[config.mk]
export PLATFORM = sky130hd
export DESIGN_NAME = ac_e_register_unit
export DESIGN_NICKNAME = d
export VERILOG_FILES = /design/src/rtl/ac_e_register_unit.sv
export SDC_FILE = /design/constraint.sdc
export NUM_CORES = 1
export LEC_CHECK = 0
export ABC_AREA = 1
export BUFFER_PORTS_ARGS = -buffer_cell sky130_fd_sc_hd__buf_4
export CORE_MARGIN = 2
export CORE_UTILIZATION = 43
export DETAILED_ROUTE_END_ITERATION = 16
export PLACE_DENSITY = 0.84
export SKIP_CTS_REPAIR_TIMING = 1
export SLEW_MARGIN = 10
export SYNTH_ARGS = -nofsm -noshare
export SYNTH_HDL_FRONTEND = slang
export SYNTH_SLANG_ARGS = --single-unit
[constraint.sdc]
create_clock -name clk -period 1.3 [get_ports clk]
set_input_delay 0.065 -clock clk [delete_from_list [all_inputs] [get_ports clk]]
set_output_delay 0.065 -clock clk [all_outputs]
set_load 0.005 [all_outputs]
[src/rtl/ac_e_register_unit.sv]
// AC/E register stage: 1-cycle load/clear/increment of AC and E plus a registered skip request.
// Optional sticky AC increment-wrap flag when INR_WRAP_FLAG_EN is defined; no backpressure.
module ac_e_register_unit #(
   parameter int WIDTH = 16
) (
   input  logic             clk,
   input  logic             rst_n,
   input  logic [WIDTH-1:0] alu_outdata,
   input  logic             e_indata,
   input  logic             ff_en,
   input  logic             ac_ld,
   input  logic             ac_clr,
   input  logic             ac_inr,
   input  logic             e_clr,
   input  logic [3:0]       skip_sel,
   output logic [WIDTH-1:0] ac_outdata,
   output logic             e_outdata,
   output logic             skip_req
`ifdef INR_WRAP_FLAG_EN
   ,
   output logic             inr_wrap
`endif
);

   logic [WIDTH-1:0] ac_q, ac_d;
   logic             e_q, e_d;
   logic             skip_q, skip_d;

   always_comb begin
      ac_d = ac_q;
      if (ac_clr)      ac_d = '0;
      else if (ac_ld)  ac_d = alu_outdata;
      else if (ac_inr) ac_d = ac_q + WIDTH'(1);
   end

   always_comb begin
      e_d = e_q;
      if (e_clr)      e_d = 1'b0;
      else if (ff_en) e_d = e_indata;
   end

   // Skip tests look at the pre-edge AC/E, so a same-cycle write is not seen.
   always_comb begin
      skip_d = (skip_sel[3] & ~ac_q[WIDTH-1])
             | (skip_sel[2] &  ac_q[WIDTH-1])
             | (skip_sel[1] & (ac_q == '0))
             | (skip_sel[0] & ~e_q);
   end

   always_ff @(posedge clk) begin
      if (!rst_n) begin
         ac_q   <= '0;
         e_q    <= 1'b0;
         skip_q <= 1'b0;
      end else begin
         ac_q   <= ac_d;
         e_q    <= e_d;
         skip_q <= skip_d;
      end
   end

   assign ac_outdata = ac_q;
   assign e_outdata  = e_q;
   assign skip_req   = skip_q;

`ifdef INR_WRAP_FLAG_EN
   logic wrap_q, wrap_d;

   // Only an increment that actually wins the AC priority can set the flag.
   always_comb begin
      wrap_d = wrap_q;
      if (ac_clr)                                   wrap_d = 1'b0;
      else if (!ac_ld && ac_inr && (ac_q == '1))    wrap_d = 1'b1;
   end

   always_ff @(posedge clk) begin
      if (!rst_n) wrap_q <= 1'b0;
      else        wrap_q <= wrap_d;
   end

   assign inr_wrap = wrap_q;
`endif

endmodule
### After elaboration in Yosys (flattened, before gate mapping)

Cells that the tools add are included.

| operators by class | value |
|---|---|
| reductions and logical operators | 4 |
| bitwise logic cells | 10 |
| mux-type cells | 2 |
| add/subtract/negate cells | 1 |

Operator list:

| kind | number |
|---|---|
| 16-bit two-way mux | 2 |
| 16-bit by 1-bit adder with 16-bit output (second input constant) | 1 |
| 16-bit zero test | 1 |
| 1-bit AND | 4 |
| 2-bit OR reduction | 2 |
| 1-bit NOT | 3 |
| 1-bit bitwise OR | 3 |
| 2-bit nonzero test | 1 |

| storage, ports and cells | value |
|---|---|
| input bits | 28 |
| output and inout bits | 18 |
| flip-flop bits (word level) | 18 |

### Depth between registers and ports, before layout

Gate-level depths: netlist (run 1).

| depth | value |
|---|---|
| depth in word-level cells | 5 |
| gate-level depth with buffers | 8 |
| gate-level depth less buffers | 8 |

### Least setup slack after synthesis (run 1)

OpenSTA, ideal clock, no wires.

| path | value |
|---|---|
| path kind | register -> register |
| start point | register ac_q[0] (netlist: ac_outdata[0]) |
| end point | register ac_q[4] (netlist: ac_outdata[4]) |
| stages on the path, launching flop included | 7 |
| path buffers | 0 |
| library setup time | 0.135 ns |
| arrival time | 1.134 ns |
| slack | 0.031 ns |
| data required time | 1.165 ns |
| cells stage by stage | dfxtp_1 -> ha_1 -> nand3_2 -> clkinv_1 -> or2_2 -> o21ai_0 -> a21oi_1 |

| on the way | value |
|---|---|
| cells in the longest elaborated chain, start to end | 3 |

Ends and longest elaborated chain:

| element | RTL line | text |
|---|---|---|
| from (decl) | 25 | `logic [WIDTH-1:0] ac_q, ac_d;` |
| from (signal assigned) | 52 | `ac_q <= '0;` |
| from (signal assigned) | 56 | `ac_q <= ac_d;` |
| 16-bit by 1-bit adder with 16-bit output | 33 | `else if (ac_inr) ac_d = ac_q + WIDTH'(1);` |
| 16-bit two-way mux | 33 |  |
| 16-bit two-way mux | 32 | `else if (ac_ld) ac_d = alu_outdata;` |

No other way between the ends. The select of a mux whose other input is x is not followed.
A chain may end at the register's enable or synchronous reset.

### Worst setup path in the final report (run 1)

| path | value |
|---|---|
| start point | register ac_q[0] (netlist: ac_outdata[0]) |
| end point | register ac_q[9] (netlist: ac_outdata[9]) |

Same word-level chain as after synthesis.

==> results by group, run 1 <==
Outcome
  • Status: complete, but fails checks
  • Violated checks: negative hold slack

Detailed routing
  • WL/cell: 12.4 um
  • Residual DRC: 0
  • Total Wirelength: 3.40 mm
  • ANT nets after route: 0
  • Number of vias per cell: 5.32
  • Via count: 1451
  • First drt pass iteration count: 4
  • First DRT Iteration DRCs: 57

Clock network
  • Root Driver: clkbuf_4
  • Clock sink count: 18
  • Worst skew pair latency: 0.31 ns
  • CTS max path bufs: 2
  • Clock transition at path regs: 0.12 ns
  • H-tree Lvls: 1
  • TritonCTS clock tree: built
  • Clock buffer count from CTS: 3

Floorplanning
  • I/O Pins: 46
  • Initial Util: 0.441
  • Die height: 56.5 um
  • Die X: 56.5 um
  • Rows: 19
  • Core outline area: 2690 sq um
  • Die ar.: 3190 sq um

STA
  • Worst slew pin tran: 0.487 ns
  • Final clock skew: 0.00833 ns
  • Fin. max-slew vios: 0
  • Slew margin rel.: 0.675
  • WHS: -0.00728 ns
  • Final Hold Violating Endpoints: 1
  • Fmax: 777 MHz
  • Period utilization: 0.990
  • Min Clock Period, post-route: 1.29 ns
  • RSZ-0062 raised after global routing: true
  • Setup Viol. Count Final: 0

Placed design
  • Port buffer count: 45
  • Placed Instances: 265
  • Placer Congestion: 0.844
  • HPWL after detailed placement: 2.47 mm

Synth
  • Asr flop ratio synth: 0
  • Synth top area cells: dfxtp_1, nand2_1, a22oi_1, inv_1, nand3_1
  • Mean post-synth cell area: 6.47 sq um
  • Synth cell types: 24
  • Cell Area, Synth: 1180 sq um
  • Synth top cells by count: nand2_1, inv_1, dfxtp_1
  • Ys Warns: 0
  • Top cell type's share of synthesized area: 0.304
  • EDFF count, synth: 0
  • Synth Flop Type: dfxtp_1
  • Count leader, synth: nand2_1
  • Seq cells post-synth: 18
  • Yosys top cell by area: dfxtp_1
  • Sequential element share of the synthesized area: 0.304
  • Synth Net Count: 213
  • Synthesized instance count: 183

Worst setup path
  • CP arrival: 1.47 ns
  • CP max-delay cell: dfxtp_2
  • Critical path class: reg -> reg
  • Critical Path Start Type: register
  • Crit path max fanout: 4
  • CP Capture Type: register
  • Cell chain of the critical path: buf_4 > inv_2 > nor2_2 > nand2_2 > nor2_1 > nand2_1 > nand3_1 > a21oi_1
  • Buffers and inverters on the worst path: 2
  • Worst path top cell family by delay: simple AND/OR/NAND/NOR gates
  • Max incr delay on CP: 0.37 ns
  • Required time of the critical path: 1.48 ns

Final layout
  • Footprint of the multi-input gates: 766 sq um
  • Layout cells sized above 1: 0.384
  • Antenna cell count: 0
  • Non-filler cells, final: 273
  • Flip-flop and latch area: 377 sq um
  • Nets: 273
  • Fillers: 238
  • Synth-to-layout area growth: 48.9%

Hold path
  • Hold Path Class: in -> reg

Pwr
  • Peak VDD IR: 0.901 mV
  • Pwr dens: 692 nW/um^2
  • Lkg Pwr: 0.801 nW

Global route
  • GRT Util Overall: 0.227
  • First-pass GRT wire length: 5.80 mm
  • Largest net degree at the start of global routing: 19
  • Initial antenna violation count: 0
  • Grt ovf: 0
  • Vias in the first global route: 1344

Run
  • Max Cap Viol: 0
[logic make-up (layout without fill, tap and decap cells)]
group,after synthesis,count (layout),synth area share
DFF,18,18,0.304
AOI/OAI and AO/OA,40,40,0.200
buffers and inverters,29,88,0.0983
adders and majority gates,2,2,0.0211
muxes,1,1,0.00846
xor gates and xnor gates,2,2,0.0148
and+or+nand+nor,91,91,0.353
[through the flow]
stage / total power, W / worst slack (ns) / TNS (ns) / instance area (sq um) / utilization
after detailed placement: 0.000845 / 0.0370 / 0 / 1610 / 0.600
after CTS: 0.00120 / 0.00575 / 0 / 1650 / 0.614
after floorplan: 0.000711 / 0.0307 / 0 / 1180 / -
final: 0.00122 / 0.0126 / 0 / 1760 / 0.656
after global placement: 0.000841 / 0.0618 / 0 / 1610 / 0.600
after global routing: 0.00128 / -0.0421 / -0.123 / 1760 / 0.656
[report_power, final]
group          switching, W  internal [W]  total, W  leakage, nW
sequential        0.0000249      0.000571  0.000596        0.152
clock              0.000200      0.000171  0.000372       0.0210
combinational      0.000114      0.000139  0.000253        0.628
total              0.000339      0.000881   0.00122        0.801
[routing by layer]
metal | part of all wire | global-route usage | vias to the layer above
li1 | - | - | 727
met4 | 0.011 | 0.0816 | 0
met1 | 0.43 | 0.297 | 664
met5 | 0 | 0 | -
met3 | 0.080 | 0.0553 | 5
met2 | 0.48 | 0.360 | 55
[layout make-up]
cell class / instances / share of cell area
Multi-Input combinational cell: 136 / 0.434
Timing Repair Buffer: 59 / 0.256
Sequential cell: 18 / 0.214
Inverter: 25 / 0.0532
Tap cell: 31 / 0.0220
Clock buffer: 4 / 0.0206
[flip-flops by register name, summed over array words and instances, names as in the netlist]
signal / cells
ac_outdata: 16
e_outdata: 1
skip_req: 1
[worst min-delay path: cells and delay by family]
family	cells	cell delay, ns
compound gates	1	0.05
buf+inv	1	0.11
simple gates	1	0.05
[cells in the final DEF (no fill, tap or decap), drive strengths merged, types with 2 or more instances in the layout]
cell,netlist,routed
a22oi,11,11
o21ai,11,11
buf,2,57
dfxtp,18,18
inv,24,25
nand2,42,42
clkbuf,2,4
nand3,18,18
nor3,3,3
nor2,23,23
dlygate4sd3,0,2
a21oi,17,17
xor2,2,2
ha,2,2
nand4,4,4
[final timing paths]
kind / slack [ns] / startpoint / depth (start not counted) / end
max reg2reg: 0.01 / ac_outdata[0] / 8 / ac_outdata[9]
max: 0.01 / ac_outdata[0] / 8 / ac_outdata[9]
min: -0.007 / alu_outdata[4] / 3 / ac_outdata[4]
min reg2reg: 0.59 / ac_outdata[2] / 2 / ac_outdata[2]
No activity file was read; power rests on OpenSTA's default activity.
==> inputs of run 2 (changes only) <==
--- a/config.mk
+++ b/config.mk
@@ -7,10 +7,12 @@
 export LEC_CHECK = 0
 export ABC_AREA = 1
 export BUFFER_PORTS_ARGS = -buffer_cell sky130_fd_sc_hd__buf_4
+export CELL_PAD_IN_SITES_DETAIL_PLACEMENT = 1
+export CELL_PAD_IN_SITES_GLOBAL_PLACEMENT = 1
 export CORE_MARGIN = 2
-export CORE_UTILIZATION = 43
+export CORE_UTILIZATION = 32
 export DETAILED_ROUTE_END_ITERATION = 16
-export PLACE_DENSITY = 0.84
+export PLACE_DENSITY = 0.87
 export SKIP_CTS_REPAIR_TIMING = 1
 export SLEW_MARGIN = 10
 export SYNTH_ARGS = -nofsm -noshare
==> constraint.sdc (replaced) <==
create_clock -name clk -period 1.22 [get_ports clk]
set_input_delay 0.061 -clock clk [delete_from_list [all_inputs] [get_ports clk]]
set_output_delay 0.061 -clock clk [all_outputs]
set_load 0.005 [all_outputs]
==> results by group, run 2 (synthesis results as in run 1) <==
Outcome
  • Status: complete, but fails checks
  • Violated checks: negative hold slack, negative setup slack

Detailed routing
  • Via count: 1520
  • WL/cell: 16.4 um
  • Residual DRC: 0
  • Total Wirelength: 4.83 mm
  • First drt pass iteration count: 4
  • First DRT Iteration DRCs: 71
  • ANT nets after route: 0
  • Number of vias per cell: 5.15

Floorplanning
  • Initial Util: 0.328
  • Rows: 22
  • Die ar.: 4200 sq um
  • Die X: 64.8 um
  • Core outline area: 3610 sq um
  • Die height: 64.8 um
  • I/O Pins: 46

Clock network
  • Clock sink count: 18
  • Clock buffer count from CTS: 3
  • Root Driver: clkbuf_8
  • TritonCTS clock tree: built
  • CTS max path bufs: 2
  • Worst skew pair latency: 0.26 ns
  • H-tree Lvls: 1
  • Clock transition at path regs: 0.07 ns

Final layout
  • Flip-flop and latch area: 384 sq um
  • Most frequent cells in the layout: buf_4, nand2_1, inv_1, nand3_1, a21oi_1
  • Nets: 278
  • Antenna cell count: 0
  • Footprint of the multi-input gates: 821 sq um
  • Fillers: 464
  • Layout cells sized above 1: 0.470
  • Synth-to-layout area growth: 60.6%
  • Most common cell after layout, fill and taps aside: buf_4
  • Post-route design area: 1900 sq um
  • Largest register FFs: 16

Pwr
  • Psw: 0.000399 W
  • Int Pwr: 0.00105 W
  • Sw Share: 0.275
  • Comb pwr share: 0.207
  • Pwr Total: 0.00145 W
  • Pwr dens: 761 nW/um^2
  • Lkg Pwr: 0.858 nW
  • Clock share of power: 0.356
  • Peak VDD IR: 0.364 mV
  • Reg power frac: 0.438

Global route
  • First-pass GRT wire length: 6.82 mm
  • Largest net degree at the start of global routing: 14
  • Gr busiest metal: met2
  • M3 GR Usage: 0.0174
  • Vias in the first global route: 1491
  • Routing usage on met2: 0.372
  • Met1 Use GR: 0.259
  • Initial antenna violation count: 0
  • GRT Util Overall: 0.208
  • Grt ovf: 0

Placed design
  • HPWL after detailed placement: 3.08 mm
  • Port buffer count: 45
  • Placed instance area: 1680 sq um
  • Placer Congestion: 0.821
  • Pre-CTS worst setup slack: -0.0868 ns

Worst setup path
  • CP Capture Type: register
  • CP arrival: 1.43 ns
  • Required time of the critical path: 1.43 ns
  • Crit path max fanout: 4
  • Critical path class: reg -> reg
  • Critical Path Start Type: register

STA
  • Fin. max-slew vios: 0
  • Setup Viol. Count Final: 2
  • WHS: -0.00937 ns
  • Final worst-path setup slack: -0.00373 ns
  • Slew margin rel.: 0.640
  • Final Hold Violating Endpoints: 1
  • Worst slew pin tran: 0.540 ns
  • Min Clock Period, post-route: 1.22 ns
  • RSZ-0062 raised after global routing: true
  • Fmax: 817 MHz
  • Final clock skew: 0.00454 ns
  • Period utilization: 1.00

Run
  • Max Cap Viol: 0

Hold path
  • Hold Path Class: in -> reg
run 2: changes by cell type in the layout (fill, tap and decap cells not counted), moves of 3 or more:
| cell | delta |
|---|---|
| buf_4 | +6 |
| nand2_1 | -5 |
| nand2_2 | +4 |
| clkbuf_4 | -3 |
| clkbuf_8 | +3 |
| nor2_1 | -3 |
| o21ai_2 | +3 |
run 2: worst max-delay path, stage by stage, from the launching register on:
cell and delay (ns):
dfxtp_2 0.34, buf_4 0.15, inv_2 0.10, ha_1 0.16, nand2_1 0.06, nor2_1 0.10, nand3_1 0.09, nand3_1 0.08
nand2_1 0.05, inv_1 0.04
run 2: metrics by stage:
step | std cells | setup TNS [ns] | utilization
6_report | 295 | -0.00625 | 0.527
3_5_place_dp | 288 | -0.163 | 0.467
5_1_grt | 295 | -0.776 | 0.527
3_3_place_gp | 288 | 0 | 0.467
4_1_cts | 292 | -0.358 | 0.482
2_1_floorplan | 183 | -0.0136 | -
run 2: power by group through the flow:
stage,logic (W),registers [W],clock network (W)
finish,0.000299,0.000633,0.000515
global route,0.000329,0.000635,0.000540
CTS,0.000280,0.000632,0.000514
detailed placement,0.000276,0.000645,0
global placement,0.000271,0.000644,0
floorplan,0.000108,0.000650,0
run 2: layer usage:
metal,up-vias,share of wire
li1,738,-
met3,9,0.027
met5,-,0
met1,742,0.44
met2,31,0.52
met4,0,0.015
run 2: path summary, 6_finish.rpt:
path	start	to	slack, ns	depth (start not counted)
worst max-delay path	ac_outdata[0]	skip_req	-0.004	9
worst min-delay path	rst_n	skip_req	-0.009	3
worst max register to register	ac_outdata[0]	skip_req	-0.004	9
worst min register to register	ac_outdata[10]	ac_outdata[10]	0.60	2
run 2: final cells by class:
| cell class | count | share of cell area |
|---|---|---|
| inverters | 25 | 0.0494 |
| well taps | 48 | 0.0316 |
| repair buffers | 64 | 0.256 |
| flip-flops and latches | 18 | 0.202 |
| clock buffers | 4 | 0.0290 |
| multi-input cells | 136 | 0.432 |
